### src/rtl/prv_trap_sequencer_if.sv
// Trap-sequencer bus: exception/interrupt/mret notifications in, CSR strobes and redirect out.
// master = pipeline/CSR side, slave = the sequencer.
interface prv_trap_sequencer_if #(
  parameter int WORD_W = 32
);
  logic              fault_insn_page;
  logic              fault_insn;
  logic              illegal_insn;
  logic              mal_insn;
  logic              env;
  logic              breakpoint;
  logic              mal_l;
  logic              mal_s;
  logic              fault_load_page;
  logic              fault_store_page;
  logic              fault_l;
  logic              fault_s;
  logic              intr;
  logic [3:0]        intr_cause;
  logic              mret;
  logic              mem_stall;
  logic [WORD_W-1:0] epc;
  logic [WORD_W-1:0] badaddr;
  logic [WORD_W-1:0] mtvec;
  logic [WORD_W-1:0] mepc;

  logic              insert_pc;
  logic [WORD_W-1:0] priv_pc;
  logic              trap_busy;
  logic              csr_trap_we;
  logic [WORD_W-1:0] mepc_wdata;
  logic [WORD_W-1:0] mcause_wdata;
  logic [WORD_W-1:0] mtval_wdata;
  logic              csr_mret_we;

  modport master (
    output fault_insn_page, fault_insn, illegal_insn, mal_insn, env, breakpoint,
           mal_l, mal_s, fault_load_page, fault_store_page, fault_l, fault_s,
           intr, intr_cause, mret, mem_stall, epc, badaddr, mtvec, mepc,
    input  insert_pc, priv_pc, trap_busy, csr_trap_we, mepc_wdata, mcause_wdata,
           mtval_wdata, csr_mret_we
  );

  modport slave (
    input  fault_insn_page, fault_insn, illegal_insn, mal_insn, env, breakpoint,
           mal_l, mal_s, fault_load_page, fault_store_page, fault_l, fault_s,
           intr, intr_cause, mret, mem_stall, epc, badaddr, mtvec, mepc,
    output insert_pc, priv_pc, trap_busy, csr_trap_we, mepc_wdata, mcause_wdata,
           mtval_wdata, csr_mret_we
  );
endinterface

### src/rtl/prv_trap_sequencer.sv
// Machine-mode trap sequencer: captures one exception/interrupt/mret, waits out the memory
// stage, fires the CSR update strobe, then a one-cycle redirect to the trap/return target.
module prv_trap_sequencer #(
  parameter int WORD_W      = 32,
  parameter bit VECTORED_EN = 1'b1
) (
  input logic                CLK,
  input logic                RST,
  prv_trap_sequencer_if.slave bus
);

  typedef enum logic [1:0] {IDLE = 2'd0, WAIT_MEM = 2'd1, COMMIT = 2'd2, REDIRECT = 2'd3} state_t;
  typedef enum logic [1:0] {EV_EXC = 2'd0, EV_INTR = 2'd1, EV_MRET = 2'd2} kind_t;

  localparam logic [WORD_W-1:0] ALIGN_MASK = {{(WORD_W-2){1'b1}}, 2'b00};

  state_t            state_q, state_d;
  kind_t             kind_q, kind_d;
  logic [3:0]        vec_cause_q, vec_cause_d;
  logic [WORD_W-1:0] cap_mepc_q, cap_mepc_d;
  logic [WORD_W-1:0] cap_mcause_q, cap_mcause_d;
  logic [WORD_W-1:0] cap_mtval_q, cap_mtval_d;
  logic [WORD_W-1:0] mepc_wdata_q, mepc_wdata_d;
  logic [WORD_W-1:0] mcause_wdata_q, mcause_wdata_d;
  logic [WORD_W-1:0] mtval_wdata_q, mtval_wdata_d;
  logic [WORD_W-1:0] priv_pc_q, priv_pc_d;

  logic              exc_hit;
  logic [3:0]        exc_code;
  logic              event_hit;
  kind_t             ev_kind;
  logic [WORD_W-1:0] ev_mcause;
  logic [WORD_W-1:0] ev_mtval;
  logic [WORD_W-1:0] trap_base;
  logic [WORD_W-1:0] trap_target;

  logic              trap_we_c;
  logic              mret_we_c;
  logic              insert_c;
  logic              busy_c;

  function automatic logic tval_from_badaddr(input logic [3:0] code);
    case (code)
      4'd0, 4'd1, 4'd4, 4'd5, 4'd6, 4'd7, 4'd12, 4'd13, 4'd15: return 1'b1;
      default: return 1'b0;
    endcase
  endfunction

  always_comb begin : exc_select
    exc_hit  = 1'b1;
    exc_code = 4'd0;
    if      (bus.fault_insn_page)  exc_code = 4'd12;
    else if (bus.fault_insn)       exc_code = 4'd1;
    else if (bus.illegal_insn)     exc_code = 4'd2;
    else if (bus.mal_insn)         exc_code = 4'd0;
    else if (bus.env)              exc_code = 4'd11;
    else if (bus.breakpoint)       exc_code = 4'd3;
    else if (bus.mal_l)            exc_code = 4'd4;
    else if (bus.mal_s)            exc_code = 4'd6;
    else if (bus.fault_load_page)  exc_code = 4'd13;
    else if (bus.fault_store_page) exc_code = 4'd15;
    else if (bus.fault_l)          exc_code = 4'd5;
    else if (bus.fault_s)          exc_code = 4'd7;
    else                           exc_hit  = 1'b0;
  end

  always_comb begin : event_values
    event_hit = exc_hit | bus.mret | bus.intr;
    if (exc_hit)       ev_kind = EV_EXC;
    else if (bus.mret) ev_kind = EV_MRET;
    else               ev_kind = EV_INTR;
    if (exc_hit) ev_mcause = {{(WORD_W-4){1'b0}}, exc_code};
    else         ev_mcause = {1'b1, {(WORD_W-5){1'b0}}, bus.intr_cause};
    ev_mtval = (exc_hit && tval_from_badaddr(exc_code)) ? bus.badaddr : '0;
  end

  // Target is built from mtvec as seen during COMMIT; vectoring applies to interrupts only.
  always_comb begin : target_calc
    trap_base = bus.mtvec & ALIGN_MASK;
    if (VECTORED_EN && (kind_q == EV_INTR) && (bus.mtvec[1:0] == 2'b01))
      trap_target = trap_base + {{(WORD_W-6){1'b0}}, vec_cause_q, 2'b00};
    else
      trap_target = trap_base;
  end

  always_ff @(posedge CLK or posedge RST) begin : state_reg
    if (RST) begin
      state_q        <= IDLE;
      kind_q         <= EV_EXC;
      vec_cause_q    <= '0;
      cap_mepc_q     <= '0;
      cap_mcause_q   <= '0;
      cap_mtval_q    <= '0;
      mepc_wdata_q   <= '0;
      mcause_wdata_q <= '0;
      mtval_wdata_q  <= '0;
      priv_pc_q      <= '0;
    end else begin
      state_q        <= state_d;
      kind_q         <= kind_d;
      vec_cause_q    <= vec_cause_d;
      cap_mepc_q     <= cap_mepc_d;
      cap_mcause_q   <= cap_mcause_d;
      cap_mtval_q    <= cap_mtval_d;
      mepc_wdata_q   <= mepc_wdata_d;
      mcause_wdata_q <= mcause_wdata_d;
      mtval_wdata_q  <= mtval_wdata_d;
      priv_pc_q      <= priv_pc_d;
    end
  end

  always_comb begin : next_state
    state_d        = state_q;
    kind_d         = kind_q;
    vec_cause_d    = vec_cause_q;
    cap_mepc_d     = cap_mepc_q;
    cap_mcause_d   = cap_mcause_q;
    cap_mtval_d    = cap_mtval_q;
    mepc_wdata_d   = mepc_wdata_q;
    mcause_wdata_d = mcause_wdata_q;
    mtval_wdata_d  = mtval_wdata_q;
    priv_pc_d      = priv_pc_q;
    case (state_q)
      IDLE: begin
        if (event_hit) begin
          kind_d       = ev_kind;
          vec_cause_d  = bus.intr_cause;
          cap_mepc_d   = bus.epc & ALIGN_MASK;
          cap_mcause_d = ev_mcause;
          cap_mtval_d  = ev_mtval;
          state_d      = bus.mem_stall ? WAIT_MEM : COMMIT;
        end
      end
      WAIT_MEM: begin
        if (!bus.mem_stall) state_d = COMMIT;
      end
      COMMIT: begin
        state_d   = REDIRECT;
        priv_pc_d = (kind_q == EV_MRET) ? bus.mepc : trap_target;
      end
      default: state_d = IDLE;
    endcase
    // CSR write data changes only on entry to a trap COMMIT, so it holds between strobes.
    if ((state_d == COMMIT) && (state_q != COMMIT) && (kind_d != EV_MRET)) begin
      mepc_wdata_d   = cap_mepc_d;
      mcause_wdata_d = cap_mcause_d;
      mtval_wdata_d  = cap_mtval_d;
    end
  end

  always_comb begin : fsm_out
    trap_we_c = 1'b0;
    mret_we_c = 1'b0;
    insert_c  = 1'b0;
    busy_c    = (state_q != IDLE);
    case (state_q)
      COMMIT: begin
        if (kind_q == EV_MRET) mret_we_c = 1'b1;
        else                   trap_we_c = 1'b1;
      end
      REDIRECT: insert_c = 1'b1;
      default: ;
    endcase
  end

  assign bus.insert_pc    = insert_c;
  assign bus.priv_pc      = priv_pc_q;
  assign bus.trap_busy    = busy_c;
  assign bus.csr_trap_we  = trap_we_c;
  assign bus.csr_mret_we  = mret_we_c;
  assign bus.mepc_wdata   = mepc_wdata_q;
  assign bus.mcause_wdata = mcause_wdata_q;
  assign bus.mtval_wdata  = mtval_wdata_q;

endmodule

### src/flat_wrapper.sv
// flat-port wrapper written by rule: the top's interface ports become plain ports
module prv_trap_sequencer_flat 
#(
  parameter int WORD_W      = 32,
  parameter bit VECTORED_EN = 1'b1
)
  (CLK, RST, bus_fault_insn_page, bus_fault_insn, bus_illegal_insn, bus_mal_insn, bus_env, bus_breakpoint, bus_mal_l, bus_mal_s, bus_fault_load_page, bus_fault_store_page, bus_fault_l, bus_fault_s, bus_intr, bus_intr_cause, bus_mret, bus_mem_stall, bus_epc, bus_badaddr, bus_mtvec, bus_mepc, bus_insert_pc, bus_priv_pc, bus_trap_busy, bus_csr_trap_we, bus_mepc_wdata, bus_mcause_wdata, bus_mtval_wdata, bus_csr_mret_we);
  prv_trap_sequencer_if #(.WORD_W(WORD_W)) bus_i ();
  input logic CLK;
  input logic RST;
  input wire logic [$bits(bus_i.fault_insn_page)-1:0] bus_fault_insn_page;
  input wire logic [$bits(bus_i.fault_insn)-1:0] bus_fault_insn;
  input wire logic [$bits(bus_i.illegal_insn)-1:0] bus_illegal_insn;
  input wire logic [$bits(bus_i.mal_insn)-1:0] bus_mal_insn;
  input wire logic [$bits(bus_i.env)-1:0] bus_env;
  input wire logic [$bits(bus_i.breakpoint)-1:0] bus_breakpoint;
  input wire logic [$bits(bus_i.mal_l)-1:0] bus_mal_l;
  input wire logic [$bits(bus_i.mal_s)-1:0] bus_mal_s;
  input wire logic [$bits(bus_i.fault_load_page)-1:0] bus_fault_load_page;
  input wire logic [$bits(bus_i.fault_store_page)-1:0] bus_fault_store_page;
  input wire logic [$bits(bus_i.fault_l)-1:0] bus_fault_l;
  input wire logic [$bits(bus_i.fault_s)-1:0] bus_fault_s;
  input wire logic [$bits(bus_i.intr)-1:0] bus_intr;
  input wire logic [$bits(bus_i.intr_cause)-1:0] bus_intr_cause;
  input wire logic [$bits(bus_i.mret)-1:0] bus_mret;
  input wire logic [$bits(bus_i.mem_stall)-1:0] bus_mem_stall;
  input wire logic [$bits(bus_i.epc)-1:0] bus_epc;
  input wire logic [$bits(bus_i.badaddr)-1:0] bus_badaddr;
  input wire logic [$bits(bus_i.mtvec)-1:0] bus_mtvec;
  input wire logic [$bits(bus_i.mepc)-1:0] bus_mepc;
  output wire logic [$bits(bus_i.insert_pc)-1:0] bus_insert_pc;
  output wire logic [$bits(bus_i.priv_pc)-1:0] bus_priv_pc;
  output wire logic [$bits(bus_i.trap_busy)-1:0] bus_trap_busy;
  output wire logic [$bits(bus_i.csr_trap_we)-1:0] bus_csr_trap_we;
  output wire logic [$bits(bus_i.mepc_wdata)-1:0] bus_mepc_wdata;
  output wire logic [$bits(bus_i.mcause_wdata)-1:0] bus_mcause_wdata;
  output wire logic [$bits(bus_i.mtval_wdata)-1:0] bus_mtval_wdata;
  output wire logic [$bits(bus_i.csr_mret_we)-1:0] bus_csr_mret_we;
  assign bus_i.fault_insn_page = bus_fault_insn_page;
  assign bus_i.fault_insn = bus_fault_insn;
  assign bus_i.illegal_insn = bus_illegal_insn;
  assign bus_i.mal_insn = bus_mal_insn;
  assign bus_i.env = bus_env;
  assign bus_i.breakpoint = bus_breakpoint;
  assign bus_i.mal_l = bus_mal_l;
  assign bus_i.mal_s = bus_mal_s;
  assign bus_i.fault_load_page = bus_fault_load_page;
  assign bus_i.fault_store_page = bus_fault_store_page;
  assign bus_i.fault_l = bus_fault_l;
  assign bus_i.fault_s = bus_fault_s;
  assign bus_i.intr = bus_intr;
  assign bus_i.intr_cause = bus_intr_cause;
  assign bus_i.mret = bus_mret;
  assign bus_i.mem_stall = bus_mem_stall;
  assign bus_i.epc = bus_epc;
  assign bus_i.badaddr = bus_badaddr;
  assign bus_i.mtvec = bus_mtvec;
  assign bus_i.mepc = bus_mepc;
  assign bus_insert_pc = bus_i.insert_pc;
  assign bus_priv_pc = bus_i.priv_pc;
  assign bus_trap_busy = bus_i.trap_busy;
  assign bus_csr_trap_we = bus_i.csr_trap_we;
  assign bus_mepc_wdata = bus_i.mepc_wdata;
  assign bus_mcause_wdata = bus_i.mcause_wdata;
  assign bus_mtval_wdata = bus_i.mtval_wdata;
  assign bus_csr_mret_we = bus_i.csr_mret_we;
  prv_trap_sequencer #(.WORD_W(WORD_W), .VECTORED_EN(VECTORED_EN)) u_core (.CLK(CLK), .RST(RST), .bus(bus_i));
endmodule
### config.mk
export PLATFORM = sky130hd
export DESIGN_NAME = prv_trap_sequencer_flat
export DESIGN_NICKNAME = d
export VERILOG_FILES = /design/src/rtl/prv_trap_sequencer_if.sv /design/src/rtl/prv_trap_sequencer.sv /design/src/flat_wrapper.sv
export SDC_FILE = /design/constraint.sdc
export NUM_CORES = 1
export LEC_CHECK = 0
export BUFFER_PORTS_ARGS = -buffer_cell sky130_fd_sc_hd__buf_2
export CAP_MARGIN = 20
export CORE_UTILIZATION = 30
export CTS_CLUSTER_SIZE = 14
export DETAILED_ROUTE_END_ITERATION = 8
export GPL_TIMING_DRIVEN = 0
export SLEW_MARGIN = 20
export SYNTH_ARGS = -nofsm -noshare
export SYNTH_HDL_FRONTEND = slang
export SYNTH_SLANG_ARGS = --single-unit
### constraint.sdc
create_clock -name CLK -period 13 [get_ports CLK]
set_clock_uncertainty 0.2 [all_clocks]
set_input_delay 0.65 -clock CLK [delete_from_list [all_inputs] [get_ports CLK]]
set_output_delay 0.65 -clock CLK [all_outputs]
set_load 0.01 [all_outputs]
-- Word level (Yosys, flattened, before mapping)
Memories as Yosys holds them, arrays and structs flattened.
Index checks and enable logic that the tools add are counted.
- output and inout port bits: 132
- word-level logic and storage cells: 77
- flip-flop bits (word level): 232
- memories: 1
- bits in read-only memories: 16
- input bits: 149
- memories (name ; words ; width ; rd ports ; clocked after Yosys merged registers in ; wr ports ; line ; source):
    (name not given) ; 16 ; 1 ; 1 ; 0 ; 0 ; prv_trap_sequencer.sv:43 ; case (code)
- bitwise gates (word level): 2
- eq/ne operators: 9
- multiplexer cells: 47
- reductions and logical operators: 7
- add/sub/neg operators: 1
- operators by type and width (cell ; count):
    two-way mux 32 bit ; 10
    two-way mux 4 bit ; 11
    adder 32 x 6 -> 32 bit ; 1
    two-way mux 1 bit ; 17
    two-way mux 2 bit ; 7
    == test 2 bit (second input constant) ; 4
    == test 2 x 1 -> 1 bit (second input constant) ; 3
    case mux 2 bit (3 select lines) ; 1
    logical AND 1 bit ; 4
    != test 2 bit (second input constant) ; 2
    two-way mux 3 bit ; 1
    zero test 2 bit ; 1
    OR 1 bit ; 2
    AND reduction 2 bit ; 1
    nonzero test 2 bit ; 1

-- Logic depth before layout (Yosys ltp)
Gate-level depths: netlist (run 1).
- depth after elaboration: 19
- mapped depth: 9
- mapped depth without buffers: 9

-- Least setup slack after synthesis (run 1)
Ideal clock, no wire load.
- path kind: input to register
- start point: input bus_mtvec[2]
- end point: register u_core.priv_pc_q[22] (netlist: u_core.bus.priv_pc[22])
- cell stages on the path: 9
- setup time: 126 ps
- arrival: 2428 ps
- setup slack: 10246 ps
- buffers on the path: 0
- data required time: 12674 ps
- cell sequence: ha_1 inv_1 fa_1 nor2b_1 o21ai_0 a21oi_2 a211oi_1 a31o_2 a221o_1
- longest elaborated chain between the ends: 3
- ends and longest elaborated chain (what ; line ; source):
    start, declared ; flat_wrapper.sv:29 ; input wire logic [$bits(bus_i.mtvec)-1:0] bus_mtvec;
    adder 32 x 6 -> 32 bit ; prv_trap_sequencer.sv:81 ; trap_target = trap_base + {{(WORD_W-6){1'b0}}, vec_cause_q, 2'b00};
    two-way mux 32 bit ; prv_trap_sequencer.sv:80 ; if (VECTORED_EN && (kind_q == EV_INTR) && (bus.mtvec[1:0] == 2'b01))
    two-way mux 32 bit ; prv_trap_sequencer.sv:139 ; priv_pc_d = (kind_q == EV_MRET) ? bus.mepc : trap_target;
    end signal, assigned ; prv_trap_sequencer.sv:108 ; priv_pc_q <= priv_pc_d;
    end, declared ; prv_trap_sequencer.sv:26 ; logic [WORD_W-1:0] priv_pc_q, priv_pc_d;
Every way passes these cells.
A chain may end at the register's enable or synchronous reset.

-- Final worst setup path (run 1)
- start point: register u_core.kind_q[0]
- end point: output bus_csr_mret_we
- longest elaborated chain between the ends: 3
- ends and longest elaborated chain (what ; line ; source):
    start, declared ; prv_trap_sequencer.sv:18 ; kind_t kind_q, kind_d;
    start signal, assigned ; prv_trap_sequencer.sv:100 ; kind_q <= kind_d;
    == test 2 bit ; prv_trap_sequencer.sv:158 ; if (kind_q == EV_MRET) mret_we_c = 1'b1;
    two-way mux 1 bit ; prv_trap_sequencer.sv:158 ;
    two-way mux 1 bit ; prv_trap_sequencer.sv:156 ; case (state_q)
    end, declared ; flat_wrapper.sv:38 ; output wire logic [$bits(bus_i.csr_mret_we)-1:0] bus_csr_mret_we;
Every way passes these cells.

==> metrics.md, run 1 <==
| Metric | Value |
|---|---|
| Starting Density | 0.305 |
| Clk Latency, worst-skew pair | 0.52 ns |
| Nets | 1379 |
| Global-route wire length before repair | 43.5 mm |
| Seq/Total Area, Yosys | 0.603 |
| WL per Instance | 16.6 um |
| Gate Count Post-Synth | 916 |
| Netlist cell types | 53 |
| Commonest cells after routing, fill and taps aside | buf_2 (305), dfrtp_1 (232), nand2_1 (213) |
| Final max-slew violation count | 0 |
| IO Pins | 281 |
| Share of cells above drive strength 1 | 0.324 |
| Htree depth | 1 |
| Die area | 0.0328 sq mm |
| Starting DRT DRC Count | 277 |
| Synth Warn # | 0 |
| Slew of the pin with the lowest slew margin | 0.983 ns |
| Number of global-route vias before repair | 7909 |
| Setup TNS | 0 ns |
| Post-DRT Antenna Nets | 0 |
| CTS tree | yes |
| VDD IR max | 0.122 mV |
| Clock transition at path regs | 0.06 ns |
| Slowest cell delay on critical path | 0.45 ns |
| Total CTS buffers | 26 |
| R2R depth | 7 |
| Tmin final | 3.32 ns |
| Die W | 181 um |
| Via count of the routed design | 7706 |
| Critical path arrival | 2.47 ns |
| Design Area, Final | 0.0125 sq mm |
| Highest Clock Rate | 301 MHz |
| GPL Wtd Cong | 0.833 |
| Pre-antenna DRT Iters | 4 |
| Cell row count | 65 |
| Final setup fails | 0 |
| Via density per instance | 4.68 |
| Core ar. | 0.0316 sq mm |
| Leading cell type in the layout, fill and taps excluded | buf_2 |
| Multi-input gate area | 0.00340 sq mm |
| Pin count of the biggest net entering global routing | 100 |
| CP dominant cell by count | clkbuf_1 |
| Syn Area/Cell | 10.5 sq um |
| Fillers | 3175 |
| Total GRT Usage | 0.167 |
| Die height | 181 um |
| Post-synth EDFFs | 0 |
| CP Launch Type | flip-flop |
| DRT Wirelength | 27.4 mm |
| Pleak | 6.48 nW |
| TritonCTS Sinks | 232 |
| Setup bufs post-CTS | 0 |
| Max cap viols | 0 |
| Worst Setup EP | bus_csr_mret_we |
| Syn Nets | 1070 |
| Total congestion overflow | 0 |
| Final Cycle Share | 0.256 |
| Initial antenna violation count | 7 |
| Netlist Area Pre-Place | 0.00963 sq mm |
| Crit Path Category | reg -> out |
| Crit-path max FO | 10 |
| Run status | finished clean |
| Worst Setup SP | u_core.kind_q[0]$_DFF_PP0_ |
| Reg area | 0.00581 sq mm |
| Worst hold path class | in -> reg |
| Setup crit end kind | output port |
| Cell-by-cell trace of the critical path | nand2b_1 -> clkbuf_1 -> nor2_1 -> clkbuf_1 -> buf_2 |
| Dpl hpwl | 19.8 mm |
| FF-to-FF setup slack | 10.00 ns |
| # DRC | 0 |
| Hold Buf Count CTS | 1 |
| Layout area overhead | 29.5% |
| Clock buffer depth | 3 |
| # resized after CTS | 0 |
| Asr flop ratio synth | 1.00 |
| Synth Register Bits | 232 |
| Main synth FF type | dfrtp_1 |
| RSZ-0062 raised after global routing | false |
| CP max-delay cell | nor2_1 |
| Hold Violations, Final | 0 |
| Worst r2r src | u_core.state_q[0]$_DFF_PP0_ |
| Root buffer cell | clkbuf_16 |
| R2R Path End | u_core.bus.mtval_wdata[0]$_DFFE_PP0P_ |
| Critical Path RT | 12.15 ns |
| Rel. slew slack | 0.342 |
| Port buffer count | 278 |
| Post-DP Area | 0.0116 sq mm |
| Power per standard cell area | 222 mW/mm^2 |
[sequential cells by signal (all words and copies together) (netlist names)]
signal / count
u_core.bus.mtval_wdata: 32
u_core.state_q: 2
u_core.cap_mcause_q: 32
u_core.vec_cause_q: 4
u_core.kind_q: 2
u_core.cap_mtval_q: 32
u_core.bus.mepc_wdata: 32
u_core.bus.priv_pc: 32
u_core.cap_mepc_q: 32
u_core.bus.mcause_wdata: 32
[kinds of logic after synthesis]
family,after synthesis,share of synthesized area
fa+ha+maj,5,0.00728
xor+xnor,18,0.0164
buf+inv,97,0.0440
simple gates,361,0.167
flops,232,0.603
compound gates,156,0.108
mux,47,0.0539
[synth_stat cells, types with 3 or more instances]
library cell,count,share of area
a21oi_1,49,0.025
buf_4,7,0.0055
a221o_1,4,0.0042
or3_1,4,0.0026
mux2_2,39,0.046
nand2b_1,4,0.0026
xor2_1,10,0.0091
a22oi_1,17,0.013
xnor2_1,8,0.0073
ha_1,4,0.0052
nor2_1,54,0.021
and2_1,34,0.022
and4_1,6,0.0055
dfrtp_1,232,0.60
buf_2,27,0.014
a211oi_1,4,0.0031
mux2i_1,8,0.0083
inv_1,47,0.018
or2_2,3,0.0019
nand4_1,9,0.0058
o21ai_0,27,0.014
clkbuf_1,15,0.0058
nand2_1,213,0.083
nand3_1,21,0.011
a32oi_1,32,0.029
[worst min path at each step]
stage	depth (start not counted)	slack, ns	endpoint	start
final	2	0.14	u_core.bus.priv_pc[1]$_DFFE_PP0P_	bus_mepc[1]
after global routing	2	0.12	u_core.bus.priv_pc[0]$_DFFE_PP0P_	bus_mepc[0]
after CTS	2	0.11	u_core.bus.priv_pc[1]$_DFFE_PP0P_	bus_mepc[1]
after detailed placement	2	0.25	u_core.cap_mtval_q[25]$_DFF_PP0_	u_core.cap_mtval_q[25]$_DFF_PP0_
after global placement	2	0.25	u_core.cap_mtval_q[18]$_DFF_PP0_	u_core.cap_mtval_q[18]$_DFF_PP0_
after floorplan	2	0.24	u_core.cap_mtval_q[0]$_DFF_PP0_	u_core.cap_mtval_q[0]$_DFF_PP0_
[through the flow]
| stage | utilization | setup WS (ns) | instances | power, mW | hold WS [ns] |
|---|---|---|---|---|---|
| 2_1_floorplan | - | 5.79 | 916 | 1.67 | 0.238 |
| 3_3_place_gp | 0.365 | 2.99 | 1596 | 2.03 | 0.250 |
| 3_5_place_dp | 0.367 | 9.76 | 1598 | 2.05 | 0.255 |
| 4_1_cts | 0.395 | 9.65 | 1644 | 2.81 | 0.111 |
| 5_1_grt | 0.395 | 9.46 | 1645 | 2.97 | 0.123 |
| 6_report | 0.395 | 9.68 | 1646 | 2.77 | 0.141 |
[area by class of cell]
type / count / share of cell area
Antenna cell: 2 / 0.000401
Buffer: 49 / 0.0196
Clock buffer: 38 / 0.0623
Clock inverter: 7 / 0.00732
Inverter: 48 / 0.0150
Multi-Input combinational cell: 587 / 0.273
Sequential cell: 232 / 0.466
Tap cell: 402 / 0.0403
Timing Repair Buffer: 281 / 0.117
[where the power goes]
group | total, mW | internal, mW | switching [mW]
sequential | 1.09 | 0.977 | 0.109
clock | 0.745 | 0.451 | 0.294
combinational | 0.934 | 0.378 | 0.557
[layer usage]
layer / part of all wire / GRT usage / routed length (um) / vias to the layer above
met5: 0.0019 / 0 / 51 / -
met4: 0.018 / 0.0427 / 491 / 8
met3: 0.078 / 0.0530 / 2140 / 46
met2: 0.46 / 0.268 / 12600 / 234
met1: 0.44 / 0.216 / 12100 / 3690
li1: - / - / - / 3728
[critical path, delay by kind of cell (launching register included)]
| family | cells | cell delay (ns) |
|---|---|---|
| buffers and inverters | 3 | 0.92 |
| AND/OR/NAND/NOR | 2 | 0.61 |
| flip-flops | 1 | 0.42 |
No activity file was read; power rests on OpenSTA's default activity.
==> run 2: changes to the inputs <==
==> constraint.sdc (replaced) <==
create_clock -name CLK -period 3 [get_ports CLK]
set_clock_uncertainty 0.2 [all_clocks]
set_input_delay 0.15 -clock CLK [delete_from_list [all_inputs] [get_ports CLK]]
set_output_delay 0.15 -clock CLK [all_outputs]
set_load 0.01 [all_outputs]
==> run 2 against run 1 <==
Total power grew to 4.5 times the previous value; via count up 9.1%; flip-flop and latch count is the same; hold slack got worse by 0.11 ns; critical path type is now reg -> reg; largest cell class unchanged; largest power group unchanged.
==> metrics.md, run 2 (same netlist as run 1, synthesis figures left out) <==
| Metric | Value |
|---|---|
| NetSw | 4.31 mW (was 960 uW) |
| Initial antenna violation count | 2 (was 7) |
| Starting DRT DRC Count | 296 (was 277) |
| Setup crit end kind | flip-flop (was output port) |
| Number of global-route vias before repair | 8690 (was 7909) |
| Int Pwr | 8.13 mW (was 1.81 mW) |
| Comb pwr share | 0.356 (was 0.338) |
| Global-route wire length before repair | 46.2 mm (was 43.5 mm) |
| Total Power | 12.4 mW (was 2.77 mW) |
| Clock network power share | 0.265 (was 0.269) |
| TritonCTS Sinks | 232 (unchanged) |
| Final max-slew violation count | 0 (unchanged) |
| WL per Instance | 16.0 um (was 16.6 um) |
| Pin count of the biggest net entering global routing | 34 (was 100) |
| Pre-antenna DRT Iters | 7 (was 4) |
| CP Launch Type | flip-flop (unchanged) |
| Final setup fails | 0 (unchanged) |
| Leading cell type in the layout, fill and taps excluded | buf_2 (unchanged) |
| Highest Clock Rate | 353 MHz |
| Hold Violations, Final | 0 (unchanged) |
| Tmin final | 2.83 ns |
| Clock buffer depth | 3 (unchanged) |
| Die area | 0.0328 sq mm (unchanged) |
| FF-to-FF setup slack | 0.17 ns (was 10.00 ns) |
| RSZ-0062 raised after global routing | false (unchanged) |
| Critical Path RT | 3.21 ns (was 12.15 ns) |
| Clock transition at path regs | 0.06 ns (about the same) |
| Run status | finished clean (unchanged) |
| Total CTS buffers | 27 (was 26) |
| Max cap viols | 0 (unchanged) |
| Setup TNS | 0 ns (unchanged) |
| CTS tree | yes (unchanged) |
| # DRC | 0 (unchanged) |
| Starting Density | 0.305 (unchanged) |
| Worst hold path class | in -> reg (unchanged) |
| Slew of the pin with the lowest slew margin | 0.720 ns (was 0.983 ns) |
| Die W | 181 um (unchanged) |
| Share of cells above drive strength 1 | 0.301 (was 0.324) |
| Commonest cells after routing, fill and taps aside | buf_2 (303), dfrtp_1 (232), nand2_1 (213) (was buf_2 (305), dfrtp_1 (232), nand2_1 (213)) |
| WHS | 0.0330 ns (was 0.141 ns) |
| Power per standard cell area | 881 mW/mm^2 (was 222 mW/mm^2) |
| # placed instances | 1604 (was 1598) |
| Rel. slew slack | 0.514 (was 0.342) |
| IO Pins | 281 (unchanged) |
| GPL Wtd Cong | 0.808 (was 0.833) |
| Total GRT Usage | 0.176 (was 0.167) |
| Flop pwr share | 0.379 (was 0.393) |
| Via density per instance | 4.65 (was 4.68) |
| Pleak | 7.19 nW (was 6.48 nW) |
| Die height | 181 um (unchanged) |
| Final Instance Count excl. Fillers | 1808 (was 1646) |
| Critical path arrival | 3.04 ns (was 2.47 ns) |
| Final Cycle Share | 0.945 |
| Fillers | 2983 (was 3175) |
| Via count of the routed design | 8409 (was 7706) |
| Port buffer count | 278 (unchanged) |
| Crit-path max FO | 4 (was 10) |
| VDD IR max | 0.586 mV (was 0.122 mV) |
| Dpl hpwl | 20.2 mm (was 19.8 mm) |
| Crit Path Category | reg -> reg (was reg -> out) |
| Htree depth | 1 (unchanged) |
| Root buffer cell | clkbuf_16 (unchanged) |
| Clk Latency, worst-skew pair | 0.54 ns (was 0.52 ns) |
| Core ar. | 0.0316 sq mm (unchanged) |
| DRT Wirelength | 28.9 mm (was 27.4 mm) |
| Nets | 1538 (was 1379) |
| Post-DRT Antenna Nets | 0 (unchanged) |
| Sw Ratio | 0.347 (about the same) |
| Layout area overhead | 46.6% (was 29.5%) |
| Total congestion overflow | 0 (unchanged) |
| Cell row count | 65 (unchanged) |
[run 2: per-layer routing]
layer | vias to the layer above | GRT usage | share of wire
li1 | 4054 | - | -
met3 | 54 | 0.0478 | 0.071
met5 | - | 0 | 0.00045
met4 | 2 | 0.0522 | 0.028
met1 | 4019 | 0.221 | 0.43
met2 | 280 | 0.294 | 0.47
[run 2: path summary, 6_finish.rpt]
kind | start | endpoint | depth (start not counted)
max in group asynchronous | RST | u_core.bus.mtval_wdata[25]$_DFFE_PP0P_ | 7
worst max register to register | u_core.vec_cause_q[2]$_DFFE_PP0P_ | u_core.bus.priv_pc[31]$_DFFE_PP0P_ | 8
worst max-delay path | u_core.vec_cause_q[2]$_DFFE_PP0P_ | u_core.bus.priv_pc[31]$_DFFE_PP0P_ | 8
worst min-delay path | bus_mtvec[19] | u_core.bus.priv_pc[20]$_DFFE_PP0P_ | 5
min in group asynchronous | RST | u_core.state_q[0]$_DFF_PP0_ | 4
worst min register to register | u_core.bus.mcause_wdata[23]$_DFFE_PP0P_ | u_core.bus.mcause_wdata[23]$_DFFE_PP0P_ | 2
[run 2: power by group through the flow]
stage	Sequential (mW)	Clock [mW]	Combinational, mW
finish	4.72	3.29	4.43
CTS	4.72	3.41	4.45
global placement	4.73	0	4.05
floorplan	5.00	0	2.23
global route	4.85	3.53	4.94
detailed placement	4.75	0	4.14
[run 2: stage by stage]
step	setup WS [ns]	utilization	instance area, sq um
floorplan	-0.386	-	9630
global placement	-1.91	0.365	11500
detailed placement	-0.138	0.370	11700
CTS	0.0325	0.446	14100
global route	0.00613	0.448	14100
finish	0.166	0.448	14100
[run 2: worst max-delay path, stage by stage (launching register included)]
cell and delay [ns]:
dfrtp_1 0.38, ha_1 0.34, nand2_1 0.08, o21ai_0 0.35
nand4_1 0.27, nor2_1 0.23, xnor2_1 0.14, o21ai_0 0.12
dlygate4sd3_1 0.61
[run 2: what timing repair did]
action	4_1_cts	5_1_grt
endpoints found under the setup margin	70	68
resized for setup	1	8
cloned	0	0
hold buffers	148	0
pin swaps	0	1
buffers inserted	0	5
hold endpoints to repair	370	0
[run 2: layout make-up]
type,count,area (sq um),area share
flip-flops and latches,232,5810,0.411
diodes,1,2.50,0.000177
clock buffers,35,736,0.0521
clock inverters,15,154,0.0109
well taps,402,503,0.0356
repair buffers,439,3070,0.217
multi-input cells,587,3420,0.242
inverters,48,184,0.0130
plain buffers,49,249,0.0176
==> run 3: changes to the inputs <==
--- a/config.mk
+++ b/config.mk
@@ -11,6 +11,7 @@
 export CTS_CLUSTER_SIZE = 14
 export DETAILED_ROUTE_END_ITERATION = 8
 export GPL_TIMING_DRIVEN = 0
+export RECOVER_POWER = 50
 export SLEW_MARGIN = 20
 export SYNTH_ARGS = -nofsm -noshare
 export SYNTH_HDL_FRONTEND = slang
==> run 3 against run 2 <==
Die area unchanged; hold slack better by 0.0015 ns; clock power is essentially flat; register-to-register slack is essentially flat; first-iteration DRC count increased by 17%; critical path depth unchanged; core utilization shrank 0.71 points; cell area is 1.6% lower; largest cell class unchanged; largest power group unchanged; highest routed layer unchanged.
==> metrics.md, run 3 (same netlist as run 1, synthesis figures left out) <==
| Metric | Value |
|---|---|
| Run status | finished clean (unchanged) |
| Clock buffer depth | 3 (unchanged) |
| TritonCTS Sinks | 232 (unchanged) |
| Port buffer count | 278 (unchanged) |
| Core ar. | 0.0316 sq mm (unchanged) |
| Final Cycle Share | 0.944 (was 0.945) |
| Met2 GRT Util | 0.294 (unchanged) |
| Starting Density | 0.305 (unchanged) |
| Clk Latency, worst-skew pair | 0.54 ns (about the same) |
| Max cap viols | 0 (unchanged) |
| Total GRT Usage | 0.176 (unchanged) |
| Hold Violations, Final | 0 (unchanged) |
| Clock transition at path regs | 0.06 ns (about the same) |
| Slew of the pin with the lowest slew margin | 1.36 ns (was 0.720 ns) |
| Share of cells above drive strength 1 | 0.209 (was 0.301) |
| RSZ-0062 raised after global routing | false (unchanged) |
| Tmin final | 2.83 ns (about the same) |
| Post-DP Area | 0.0117 sq mm (unchanged) |
| CP Launch Type | flip-flop (unchanged) |
| Via count of the routed design | 8400 (was 8409) |
| Root buffer cell | clkbuf_16 (unchanged) |
| Met1 usage | 0.221 (unchanged) |
| # DRC | 0 (unchanged) |
| Design Area, Final | 0.0139 sq mm (was 0.0141 sq mm) |
| WL per Instance | 16.0 um (about the same) |
| GR peak layer | met2 (unchanged) |
| Dpl hpwl | 20.2 mm (unchanged) |
| Final setup fails | 0 (unchanged) |
| Initial antenna violation count | 2 (unchanged) |
| Hold path start | bus_mtvec[19] (unchanged) |
| Worst r2r src | u_core.vec_cause_q[2]$_DFFE_PP0P_ (unchanged) |
| Nets | 1538 (unchanged) |
| Highest Clock Rate | 353 MHz (about the same) |
| M3 GR Usage | 0.0478 (unchanged) |
| Total CTS buffers | 27 (unchanged) |
| Setup TNS | 0 ns (unchanged) |
| Pre-antenna DRT Iters | 4 (was 7) |
| Final max-slew violation count | 0 (unchanged) |
| Number of global-route vias before repair | 8690 (unchanged) |
| Die W | 181 um (unchanged) |
| Global-route wire length before repair | 46.2 mm (unchanged) |
| Pre-CTS WS | -0.138 ns (unchanged) |
| IO Pins | 281 (unchanged) |
| Final WS setup | 0.169 ns (was 0.166 ns) |
| Setup crit end kind | flip-flop (unchanged) |
| Worst hold path class | in -> reg (unchanged) |
| Pin count of the biggest net entering global routing | 34 (unchanged) |
| Hold depth | 5 (unchanged) |
| Cell row count | 65 (unchanged) |
| Crit-path max FO | 4 (unchanged) |
| Htree depth | 1 (unchanged) |
| Die area | 0.0328 sq mm (unchanged) |
| Worst Setup SP | u_core.vec_cause_q[2]$_DFFE_PP0P_ (unchanged) |
| Critical Path RT | 3.21 ns (about the same) |
| Rel. slew slack | 0.0923 (was 0.514) |
| Post-DRT Antenna Nets | 0 (unchanged) |
| Leading cell type in the layout, fill and taps excluded | dfrtp_1 (was buf_2) |
| CTS tree | yes (unchanged) |
| DRT Wirelength | 29.0 mm (was 28.9 mm) |
| Power per standard cell area | 883 mW/mm^2 (was 881 mW/mm^2) |
| R2R depth | 8 (unchanged) |
| Die height | 181 um (unchanged) |
| Starting DRT DRC Count | 346 (was 296) |
| Critical path arrival | 3.04 ns (about the same) |
| Crit Path Category | reg -> reg (unchanged) |
| Commonest cells after routing, fill and taps aside | dfrtp_1 (232), nand2_1 (213), buf_2 (175) (was buf_2 (303), dfrtp_1 (232), nand2_1 (213)) |
| Layout area overhead | 44.3% (was 46.6%) |
| Total congestion overflow | 0 (unchanged) |
| Via density per instance | 4.65 (about the same) |
| VDD IR max | 0.579 mV (was 0.586 mV) |
| GPL Wtd Cong | 0.808 (unchanged) |
| Pleak | 6.73 nW (was 7.19 nW) |
run 3: worst max-delay path: stages (launching register included):
cell	delay, ns
dfrtp_1	0.38
ha_1	0.34
nand2_1	0.08
o21ai_0	0.35
nand4_1	0.26
nor2_1	0.23
xnor2_1	0.14
o21ai_0	0.12
dlygate4sd3_1	0.61
run 3: path summary, 6_finish.rpt:
check	endpoint	slack, ns
max in group asynchronous	u_core.cap_mtval_q[13]$_DFF_PP0_	0.41
min in group asynchronous	u_core.state_q[0]$_DFF_PP0_	0.49
max	u_core.bus.priv_pc[31]$_DFFE_PP0P_	0.17
min reg2reg	u_core.cap_mtval_q[26]$_DFF_PP0_	0.27
max reg2reg	u_core.bus.priv_pc[31]$_DFFE_PP0P_	0.17
min	u_core.bus.priv_pc[20]$_DFFE_PP0P_	0.03
run 3: area by class of cell:
cell class | count | area, sq um
clock buffers | 35 | 736
diodes | 1 | 2.50
inverters | 48 | 181
clock inverters | 15 | 154
multi-input cells | 587 | 3420
well taps | 402 | 503
fillers | 3068 | 17700
repair buffers | 439 | 2850
flip-flops and latches | 232 | 5810
plain buffers | 49 | 249
run 3: routing by layer:
| layer | share of wire | wire, um |
|---|---|---|
| met1 | 0.43 | 12500 |
| met2 | 0.47 | 13600 |
| met3 | 0.070 | 2020 |
| met4 | 0.028 | 804 |
| met5 | 0.00045 | 13 |
run 3: power breakdown:
group	internal (mW)	total (mW)	switching, mW	leakage, nW
logic	1.73	4.24	2.51	3.35
registers	4.24	4.74	0.503	2.93
clock network	1.98	3.29	1.31	0.450
total	7.94	12.3	4.33	6.73
run 3: metrics by stage:
step / util / instances / hold slack [ns] / total power, mW
6_report: 0.440 / 1808 / 0.0346 / 12.3
5_1_grt: 0.440 / 1808 / 0.0450 / 13.2
4_1_cts: 0.446 / 1802 / 0.000608 / 12.6
3_5_place_dp: 0.370 / 1604 / -0.0701 / 8.89
3_3_place_gp: 0.365 / 1596 / 0.169 / 8.78
2_1_floorplan: - / 916 / 0.0827 / 7.23
run 3: repair_timing:
action | in CTS | in global routing
hold endpoints to repair | 370 | 0
setup endpoints to repair | 70 | 68
gates resized for setup | 1 | 8
pin swaps | 0 | 1
hold buffers | 148 | 0
buffers inserted | 0 | 5
